==> src/rtl/cpu_controller.sv <==
// rtl/cpu_controller.sv - instruction register, decoder and Moore control FSM driving the datapath
// One instruction per start pulse; w is high only while idle in WAIT.
module cpu_controller #(
  parameter int DW = 16
) (
  input  logic          clk,
  input  logic          reset,
  input  logic [15:0]   in,
  input  logic          load,
  input  logic          s,
  output logic          w,
  output logic [2:0]    readnum,
  output logic [2:0]    writenum,
  output logic          write,
  output logic [1:0]    vsel,
  output logic          loada,
  output logic          loadb,
  output logic          loadc,
  output logic          loads,
  output logic          asel,
  output logic          bsel,
  output logic [1:0]    shift,
  output logic [1:0]    ALUop,
  output logic [DW-1:0] sximm8,
  output logic [DW-1:0] sximm5
);

  typedef enum logic [2:0] {
    S_WAIT,
    S_DECODE,
    S_WRITE_IMM,
    S_GET_A,
    S_GET_B,
    S_CALC,
    S_WRITE_REG
  } state_t;

  state_t      state_q, state_d;
  logic [15:0] ir_q, ir_d;

  logic [2:0] opcode, rn, rd, rm;
  logic [1:0] op, sh;
  logic       is_mov_imm, is_mov_reg, is_alu, is_mvn, is_cmp;

  assign opcode = ir_q[15:13];
  assign op     = ir_q[12:11];
  assign rn     = ir_q[10:8];
  assign rd     = ir_q[7:5];
  assign sh     = ir_q[4:3];
  assign rm     = ir_q[2:0];

  assign is_mov_imm = (opcode == 3'b110) && (op == 2'b10);
  assign is_mov_reg = (opcode == 3'b110) && (op == 2'b00);
  assign is_alu     = (opcode == 3'b101);
  assign is_mvn     = is_alu && (op == 2'b11);
  assign is_cmp     = is_alu && (op == 2'b01);

  assign sximm8 = {{(DW-8){ir_q[7]}}, ir_q[7:0]};
  assign sximm5 = {{(DW-5){ir_q[4]}}, ir_q[4:0]};

  always_ff @(posedge clk or posedge reset) begin
    if (reset) begin
      state_q <= S_WAIT;
      ir_q    <= '0;
    end else begin
      state_q <= state_d;
      ir_q    <= ir_d;
    end
  end

  // IR only accepts a new word while idle, so a running instruction cannot be corrupted.
  always_comb begin
    ir_d = ir_q;
    if (load && (state_q == S_WAIT)) ir_d = in;
  end

  always_comb begin
    state_d  = state_q;
    w        = 1'b0;
    readnum  = 3'b000;
    writenum = 3'b000;
    write    = 1'b0;
    vsel     = 2'b00;
    loada    = 1'b0;
    loadb    = 1'b0;
    loadc    = 1'b0;
    loads    = 1'b0;
    asel     = 1'b0;
    bsel     = 1'b0;
    shift    = 2'b00;
    ALUop    = 2'b00;
    case (state_q)
      S_WAIT: begin
        w = 1'b1;
        if (s) state_d = S_DECODE;
      end
      S_DECODE: begin
        if (is_mov_imm)                    state_d = S_WRITE_IMM;
        else if (is_mov_reg || is_mvn)     state_d = S_GET_B;
        else if (is_alu)                   state_d = S_GET_A;
        else                               state_d = S_WAIT;
      end
      S_WRITE_IMM: begin
        writenum = rn;
        vsel     = 2'b10;
        write    = 1'b1;
        state_d  = S_WAIT;
      end
      S_GET_A: begin
        readnum = rn;
        loada   = 1'b1;
        state_d = S_GET_B;
      end
      S_GET_B: begin
        readnum = rm;
        loadb   = 1'b1;
        state_d = S_CALC;
      end
      S_CALC: begin
        shift = sh;
        ALUop = is_mov_reg ? 2'b00 : op;
        asel  = is_mov_reg;
        // CMP only updates status; everything else latches C for writeback.
        if (is_cmp) begin
          loads   = 1'b1;
          state_d = S_WAIT;
        end else begin
          loadc   = 1'b1;
          state_d = S_WRITE_REG;
        end
      end
      S_WRITE_REG: begin
        writenum = rd;
        vsel     = 2'b00;
        write    = 1'b1;
        state_d  = S_WAIT;
      end
      default: state_d = S_WAIT;
    endcase
  end

endmodule

==> config.mk <==
export PLATFORM = sky130hd
export DESIGN_NAME = cpu_controller
export DESIGN_NICKNAME = d
export VERILOG_FILES = /design/src/rtl/cpu_controller.sv
export SDC_FILE = /design/constraint.sdc
export NUM_CORES = 1
export LEC_CHECK = 0
export CORE_ASPECT_RATIO = 1.4
export CORE_MARGIN = 4
export CORE_UTILIZATION = 36
export CTS_BUF_LIST = sky130_fd_sc_hd__clkbuf_2
export DETAILED_ROUTE_END_ITERATION = 10
export HOLD_SLACK_MARGIN = 0.06
export PLACE_DENSITY = 0.76
export SETUP_SLACK_MARGIN = 0.5
export SYNTH_ARGS = -nofsm -noshare
export SYNTH_HDL_FRONTEND = slang
export SYNTH_SLANG_ARGS = --single-unit
==> constraint.sdc <==
create_clock -name clk -period 1.3 [get_ports clk]
set_input_delay 0.26 -clock clk [delete_from_list [all_inputs] [get_ports clk]]
set_output_delay 0.26 -clock clk [all_outputs]
set_load 0.02 [all_outputs]
## Word-level counts from Yosys, hierarchy flattened

Index checks and enable logic that the tools add are counted.

| storage, ports and cells | value |
|---|---|
| output and inout port bits | 52 |
| input port bits | 20 |
| flip-flop bits (word level) | 19 |

| operators by class | value |
|---|---|
| reduce and logical (&&, ||, !) cells | 9 |
| equality and inequality tests | 12 |
| multiplexer cells | 21 |

Operators by type and width:

| cell | count |
|---|---|
| $eq A3 B3 Y1 const B | 5 |
| $pmux W3 S5 | 1 |
| $mux W3 | 4 |
| $pmux W3 S2 | 2 |
| $mux W2 | 5 |
| $mux W1 | 9 |
| $eq A3 B2 Y1 const B | 2 |
| $logic_and A1 B1 Y1 | 5 |
| $eq A2 B2 Y1 const B | 2 |
| $eq A3 B1 Y1 const B | 1 |
| $logic_not A3 Y1 | 1 |
| $eq A2 B1 Y1 const B | 1 |
| $logic_not A2 Y1 | 1 |
| $ne A2 B2 Y1 const B | 1 |
| $reduce_or A2 Y1 | 1 |
| $logic_or A1 B1 Y1 | 1 |

## Longest topological paths before layout

Gate-level depths: netlist (run 1).

| logic depth | value |
|---|---|
| word-level depth | 6 |
| gate-level depth with buffers | 5 |

## Worst setup path before layout (run 1)

No wires, ideal clock.

| path | value |
|---|---|
| path type | register -> output |
| start point | register state_q[1] |
| end point | output readnum[0] |
| required time | 1.040 ns |
| setup slack | -0.492 ns |
| stages on the path, launching flop included | 4 |
| arrival | 1.532 ns |
| cell sequence | dfrtp_1 -> clkbuf_1 -> nor3_1 -> a22o_1 |

| between the ends | value |
|---|---|
| word-level cells in the longest chain between the ends | 2 |

Ends and longest elaborated chain:

| item | line | RTL |
|---|---|---|
| start: declaration | 38 | `state_t state_q, state_d;` |
| start signal: assignment | 66 | `state_q <= state_d;` |
| $eq A3 B3 Y1 or $eq A3 B2 Y1 (tied branches) | 92 | `case (state_q)` |
| $pmux W3 S2 (*) | 92 |  |
| end: declaration | 12 | `output logic [2:0] readnum,` |

Every way passes the cells marked *; elsewhere a longest branch is shown, timed or not.

## Worst setup path in the final report (run 1)

| path | value |
|---|---|
| start point | register state_q[0] |
| end point | output readnum[0] |

Same word-level chain as after synthesis.

==> flow_summary_export.csv, run 1 <==
group,metric,value,unit
critical_path,path_buf_inv,2,
critical_path,reg2reg_slack,-0.38,ns
cts,cts-htree-levels,1,
grt,grt_max_degree,20,
floorplanning,die-area,0.00461,sq mm
timing,period_share,139,%
critical_path,critPathMostFrequentCell,"buf_6",
detailed_routing,vias,1222,
status,violations,"negative setup slack",
critical_path,reg2regPathDepth,5,
critical_path,crit_chain,"buf_6, nor3_4, a22o_1, buf_6",
detailed_routing,dr.first_iter.drc_count,31,
cts,path_clk_slew,0.19,ns
timing,slew_violations,0,
grt,antenna_found_initial,0,
synthesis,ys_seq_area_share,36.9,%
detailed_routing,wire_per_inst,16.7,microns
synthesis,synth_flop_cell,"dfrtp_1",
floorplanning,start_util,37.8,%
critical_path,critPathMaxStageDelay,0.49,ns
synthesis,synth_area,0.00129,sq mm
floorplanning,core_area,0.00341,sq mm
synthesis,yosysTopAreaCell,"dfrtp_1",
cts,cts.sinks,19,
grt,grt_pass1_wl,6.15,mm
critical_path,cp_data_required_time,1.04,ns
detailed_routing,vias_per_cell,4.77,
synthesis,yosysMostFrequentCell,"buf_4",
critical_path,endpoint_kind,"output port",
timing,period_minus_slack,1.80,ns
cts,clockBufferDepth,2,
detailed_routing,ant_nets,0,
power_and_ir_drop,p_leak,0.00121,uW
synthesis,synth_warnings,0,
power_and_ir_drop,vdd_drop_max,1.89,mV
power_and_ir_drop,p_per_area,2700,mW/mm^2
floorplanning,die_h,78.8,microns
critical_path,r2r-end,"ir_q[3]",
critical_path,path_max_fanout,4,
synthesis,synth-edff-count,0,
synthesis,ys_top_cells_by_area,"dfrtp_1, buf_4, mux2_4, mux2_2, mux2i_1",
floorplanning,fp.dieW,58.6,microns
cells_and_area,n_antenna_cell,0,
timing,setup_violations,55,
timing,holdWs,0.235,ns
timing,setup_ws,-0.505,ns
grt,grtUsageTotal,17.3,%
critical_path,reg2reg_from,"state_q[1]",
cts,numCtsBuffers,3,
detailed_routing,drtPass1Iterations,4,
cells_and_area,drive_above_1_share,74.5,%
synthesis,ys_ff_latch,19,
cts,cts_root_buffer,"clkbuf_2",
critical_path,crit_type,"flip-flop to output port",
job,drv_cap,0,
floorplanning,row_count,25,
synthesis,avgSynthCellArea,10.6,sq um
status,status,"finished with violations",
synthesis,synth.top_cells.by_count,"buf_4, dfrtp_1, mux2_4, nor2_1, mux2_2",
synthesis,syn_inst,122,
timing,clock_skew,0.00432,ns
synthesis,synth_top_area_share,36.9,%
synthesis,synth_cell_types,35,
critical_path,cp-start-kind,"flip-flop",
timing,setup_tns,-13.68,ns
placed_design,place.gp.congestion,0.778,
timing,finalHoldViolCount,0,
floorplanning,design.portCount,72,
placed_design,dp_hpwl,2.62,mm
cells_and_area,fin_nets,237,
grt,grt_overflow,0,
grt,grt_pass1_vias,1263,
hold_path,hold_class,"primary input to async pin",
cells_and_area,syn2layout_area_growth,100,%
critical_path,arrival,1.54,ns
critical_path,cpMaxStageDelayCell,"dfrtp_2",
cts,cts_tree,"built",
detailed_routing,wirelength,4.28,mm
placed_design,portBuffers,69,
synthesis,synth_async_sr_flop_share,100,%
timing,fmax,554,MHz
critical_path,critical-path-top-delay-family,"flip-flops",
cts,clkLatencyLatePin,0.31,ns
detailed_routing,drc,0,
power_and_ir_drop,fin_total_pwr,6960,uW
timing,rsz0062_at_grt,"true",
## how the worst max path moves through the flow
stage / startpoint / endpoint / slack [ns] / depth (start not counted)
floorplan: state_q[2] / ir_q[0] / -0.30 / 5
global placement: state_q[0] / loads / -0.55 / 4
detailed placement: state_q[0] / loads / -0.58 / 4
CTS: state_q[2] / readnum[0] / -0.47 / 5
global route: state_q[0] / readnum[0] / -0.56 / 4
finish: state_q[0] / readnum[0] / -0.50 / 4
## layout by cell type (no fill, tap or decap), drive strengths merged
cell type and n:
and2 5, o21ai 2, a21boi 1, clkinv 1
nor2 7, dfrtp 19, and4bb 1, nor3 4
a21oi 3, inv 5, mux2i 4, or3 1
buf 107, nand2 2, nor4 1, nand3 1
mux2 15, a2111oi 1, xor2 1, and3 2
nand4b 1, clkdlybuf4s50 19, nand3b 1, a22o 3
a311oi 1, nor2b 1, o221ai 1, clkbuf 3
nand4 1, conb 2
## metal layers
layer  wire (microns)  share of wire (%)  track usage (%)  vias to the layer above
met5                0                  0                0                        -
met4               59                1.4             4.18                        0
met3              155                3.6             2.44                        8
met2             2630                 61             33.2                       29
met1             1430                 34             19.1                      613
li1                 -                  -                -                      572
## sequential cells by signal, indices dropped and copies added, names as in the netlist
register  count
state_q       3
ir_q         16
## kinds of logic (layout without fill, tap and decap cells)
kind of cell | Yosys count | count (layout) | synth area share [%]
buf+inv | 43 | 135 | 24.4
other cells | 1 | 2 | 0.291
flops | 19 | 19 | 36.9
compound gates | 12 | 12 | 6.60
xor+xnor | 1 | 1 | 0.680
simple gates | 27 | 28 | 12.3
mux | 19 | 19 | 18.8
## worst register-to-register path, stage by stage (launching register included)
cell and delay (ns):
dfrtp_2 0.52, buf_6 0.16, nor3_4 0.23, and2_4 0.27
buf_12 0.14, mux2_4 0.29
## power by group
| group | internal [uW] | switching, uW | leakage (uW) |
|---|---|---|---|
| logic | 3130 | 2380 | 0.000968 |
| clock network | 69.7 | 194 | 0.0000164 |
| registers | 886 | 297 | 0.000223 |
## stage by stage
step | util (%) | instances | setup slack [ns] | instance area, sq um
global placement | 61.3 | 222 | -0.550 | 2090
floorplan | - | 123 | -0.296 | 1470
CTS | 71.5 | 248 | -0.465 | 2440
global route | 75.7 | 256 | -0.556 | 2580
detailed placement | 61.3 | 222 | -0.575 | 2090
finish | 75.7 | 256 | -0.505 | 2580
## repair_timing
item,CTS,global route
cloned,1,0
pin swaps,17,12
setup buffers,21,8
hold buffers,0,0
gates resized for setup,324,21
setup endpoints to repair,69,69
hold endpoints to repair,0,0
## cell type report
class                           count  area (sq um)
Tap cell                           40          50.0
Sequential cell                    19           479
Multi-Input combinational cell     62           693
Clock inverter                      1          5.00
Clock buffer                        3          15.0
Fill cell                         221           828
Inverter                            5          26.3
Timing Repair Buffer              126          1310
Power figures use the tool's default switching activity.
==> inputs of run 2 (changes only) <==
CAP_MARGIN = 20   (was not set)
==> results of run 2 <==
The final DEF is identical to that of run 1; final timing and power are the same.
==> inputs of run 3 (changes only) <==
CTS_BUF_LIST = sky130_fd_sc_hd__clkbuf_4 sky130_fd_sc_hd__clkbuf_8   (was sky130_fd_sc_hd__clkbuf_2)
==> run 3 against run 2 <==
The flow still finishes with violations (negative setup slack). Non-clock buffer count is the same. Worst setup slack gained 0.086 ns. Power grew 4.4%. Combinational power grew 3%. Clock-buffer cell count is the same. Hold slack gained 0.090 ns. Wire length grew 6.0%. Sequential power is essentially flat. Via count grew 3.2%.
==> flow_summary_export.csv, run 3 (synthesis results as in run 1) <==
group,metric,value,unit
cts,cts.sinks,19,
cts,holdBufCountCts,0,
floorplanning,die_h,78.8,microns
grt,grt_pass1_vias,1290,
critical_path,cp-start-kind,"flip-flop",
floorplanning,core_area,0.00341,sq mm
detailed_routing,vias_per_cell,4.93,
timing,setup_ws,-0.419,ns
detailed_routing,wire_per_inst,17.7,microns
detailed_routing,drc,0,
placed_design,placed_cell_area,0.00209,sq mm
cts,cts_tree,"built",
status,violations,"negative setup slack",
power_and_ir_drop,p_leak,0.00124,uW
floorplanning,design.portCount,72,
critical_path,arrival,1.46,ns
floorplanning,die-area,0.00461,sq mm
grt,grt_overflow,0,
timing,period_share,132,%
placed_design,dp_hpwl,2.62,mm
cts,clkLatencyLatePin,0.26,ns
cells_and_area,largestRegisters,"ir_q x16, state_q x3",
cts,cts_root_buffer,"clkbuf_8",
power_and_ir_drop,vdd_drop_max,1.78,mV
floorplanning,fp.dieW,58.6,microns
timing,period_minus_slack,1.72,ns
detailed_routing,dr.first_iter.drc_count,55,
timing,finalHoldViolCount,0,
timing,clock_skew,0.00326,ns
detailed_routing,wirelength,4.53,mm
cells_and_area,top_register,"ir_q",
cells_and_area,syn2layout_area_growth,107,%
cells_and_area,fin_nets,237,
status,status,"finished with violations",
grt,antenna_found_initial,0,
cts,cts-htree-levels,1,
cells_and_area,final_cell_mix,"buf_6, buf_4, clkdlybuf4s50_1",
cells_and_area,n_antenna_cell,0,
hold_path,hold_class,"primary input to async pin",
cells_and_area,drive_above_1_share,76.9,%
power_and_ir_drop,fin_total_pwr,7270,uW
grt,grt_max_degree,20,
floorplanning,row_count,25,
floorplanning,start_util,37.8,%
cells_and_area,multi_input_area,738,sq um
placed_design,place.gp.congestion,0.778,
cts,path_clk_slew,0.08,ns
grt,grt_pass1_wl,6.69,mm
cts,numCtsBuffers,3,
cells_and_area,finalNonFillerCells,256,
cells_and_area,final_common_cell,"buf_6",
detailed_routing,drtPass1Iterations,4,
cells_and_area,design_area,0.00267,sq mm
timing,rsz0062_at_grt,"true",
critical_path,cp_data_required_time,1.04,ns
cells_and_area,post-route-util,78.2,%
timing,fmax,582,MHz
cells_and_area,largest_reg_flops,16,
cts,clockBufferDepth,2,
placed_design,place_ws,-0.575,ns
timing,setup_violations,50,
placed_design,portBuffers,69,
critical_path,endpoint_kind,"output port",
critical_path,crit_type,"flip-flop to output port",
cells_and_area,final-seq-area,479,sq um
critical_path,path_max_fanout,4,
detailed_routing,vias,1261,
cells_and_area,fillers,210,
placed_design,placed_cells,222,
timing,slew_violations,0,
power_and_ir_drop,p_per_area,2730,mW/mm^2
detailed_routing,ant_nets,0,
grt,grtUsageTotal,18.8,%
job,drv_cap,0,
run 3: stage by stage:
| stage | TNS [ns] | hold WS (ns) |
|---|---|---|
| floorplan | -4.81 | 0.211 |
| global route | -14.43 | 0.352 |
| detailed placement | -15.89 | 0.522 |
| global placement | -14.83 | 0.521 |
| finish | -12.34 | 0.324 |
| CTS | -9.09 | 0.333 |
run 3: metal layers:
layer | up-vias | wire (microns) | part of all wire, % | GRT usage [%]
met5 | - | 0 | 0 | 0
met4 | 0 | 33 | 0.73 | 4.41
met3 | 4 | 198 | 4.4 | 2.60
met2 | 38 | 2700 | 60 | 35.0
met1 | 646 | 1590 | 35 | 22.1
li1 | 573 | - | - | -
run 3: worst max-delay path: stages, from the launching register on:
cell	delay (ns)
dfrtp_2	0.45
buf_6	0.14
nor3_4	0.28
a22o_1	0.22
buf_6	0.12
run 3: power by group:
group / switching (uW) / total, uW / internal, uW
logic: 2460 / 5650 / 3190
clock network: 207 / 421 / 213
registers: 304 / 1190 / 891
run 3: layout make-up:
cell class | count | area share [%]
inverter | 5 | 0.986
clock buffer | 3 | 1.55
multi-input combinational | 62 | 27.7
timing repair buffer | 126 | 49.7
sequential | 19 | 18.0
clock inverter | 1 | 0.188
tap | 40 | 1.88
run 3: repair_timing:
item | CTS | global route
resized for setup | 333 | 32
pin swaps | 17 | 11
cloned | 1 | 0
buffers inserted | 19 | 10
setup endpoints to repair | 69 | 69
run 3: worst paths after layout:
kind                       startpoint    endpoint  slack (ns)  cells past startpoint
min                             reset     ir_q[3]        0.32                      3
min in group clk               in[12]    ir_q[12]        0.57                      3
min reg2reg                   ir_q[9]     ir_q[9]        0.58                      1
max                        state_q[0]  readnum[0]       -0.42                      4
max in group asynchronous       reset  state_q[1]        0.75                      3
max reg2reg                state_q[2]     ir_q[8]       -0.38                      5
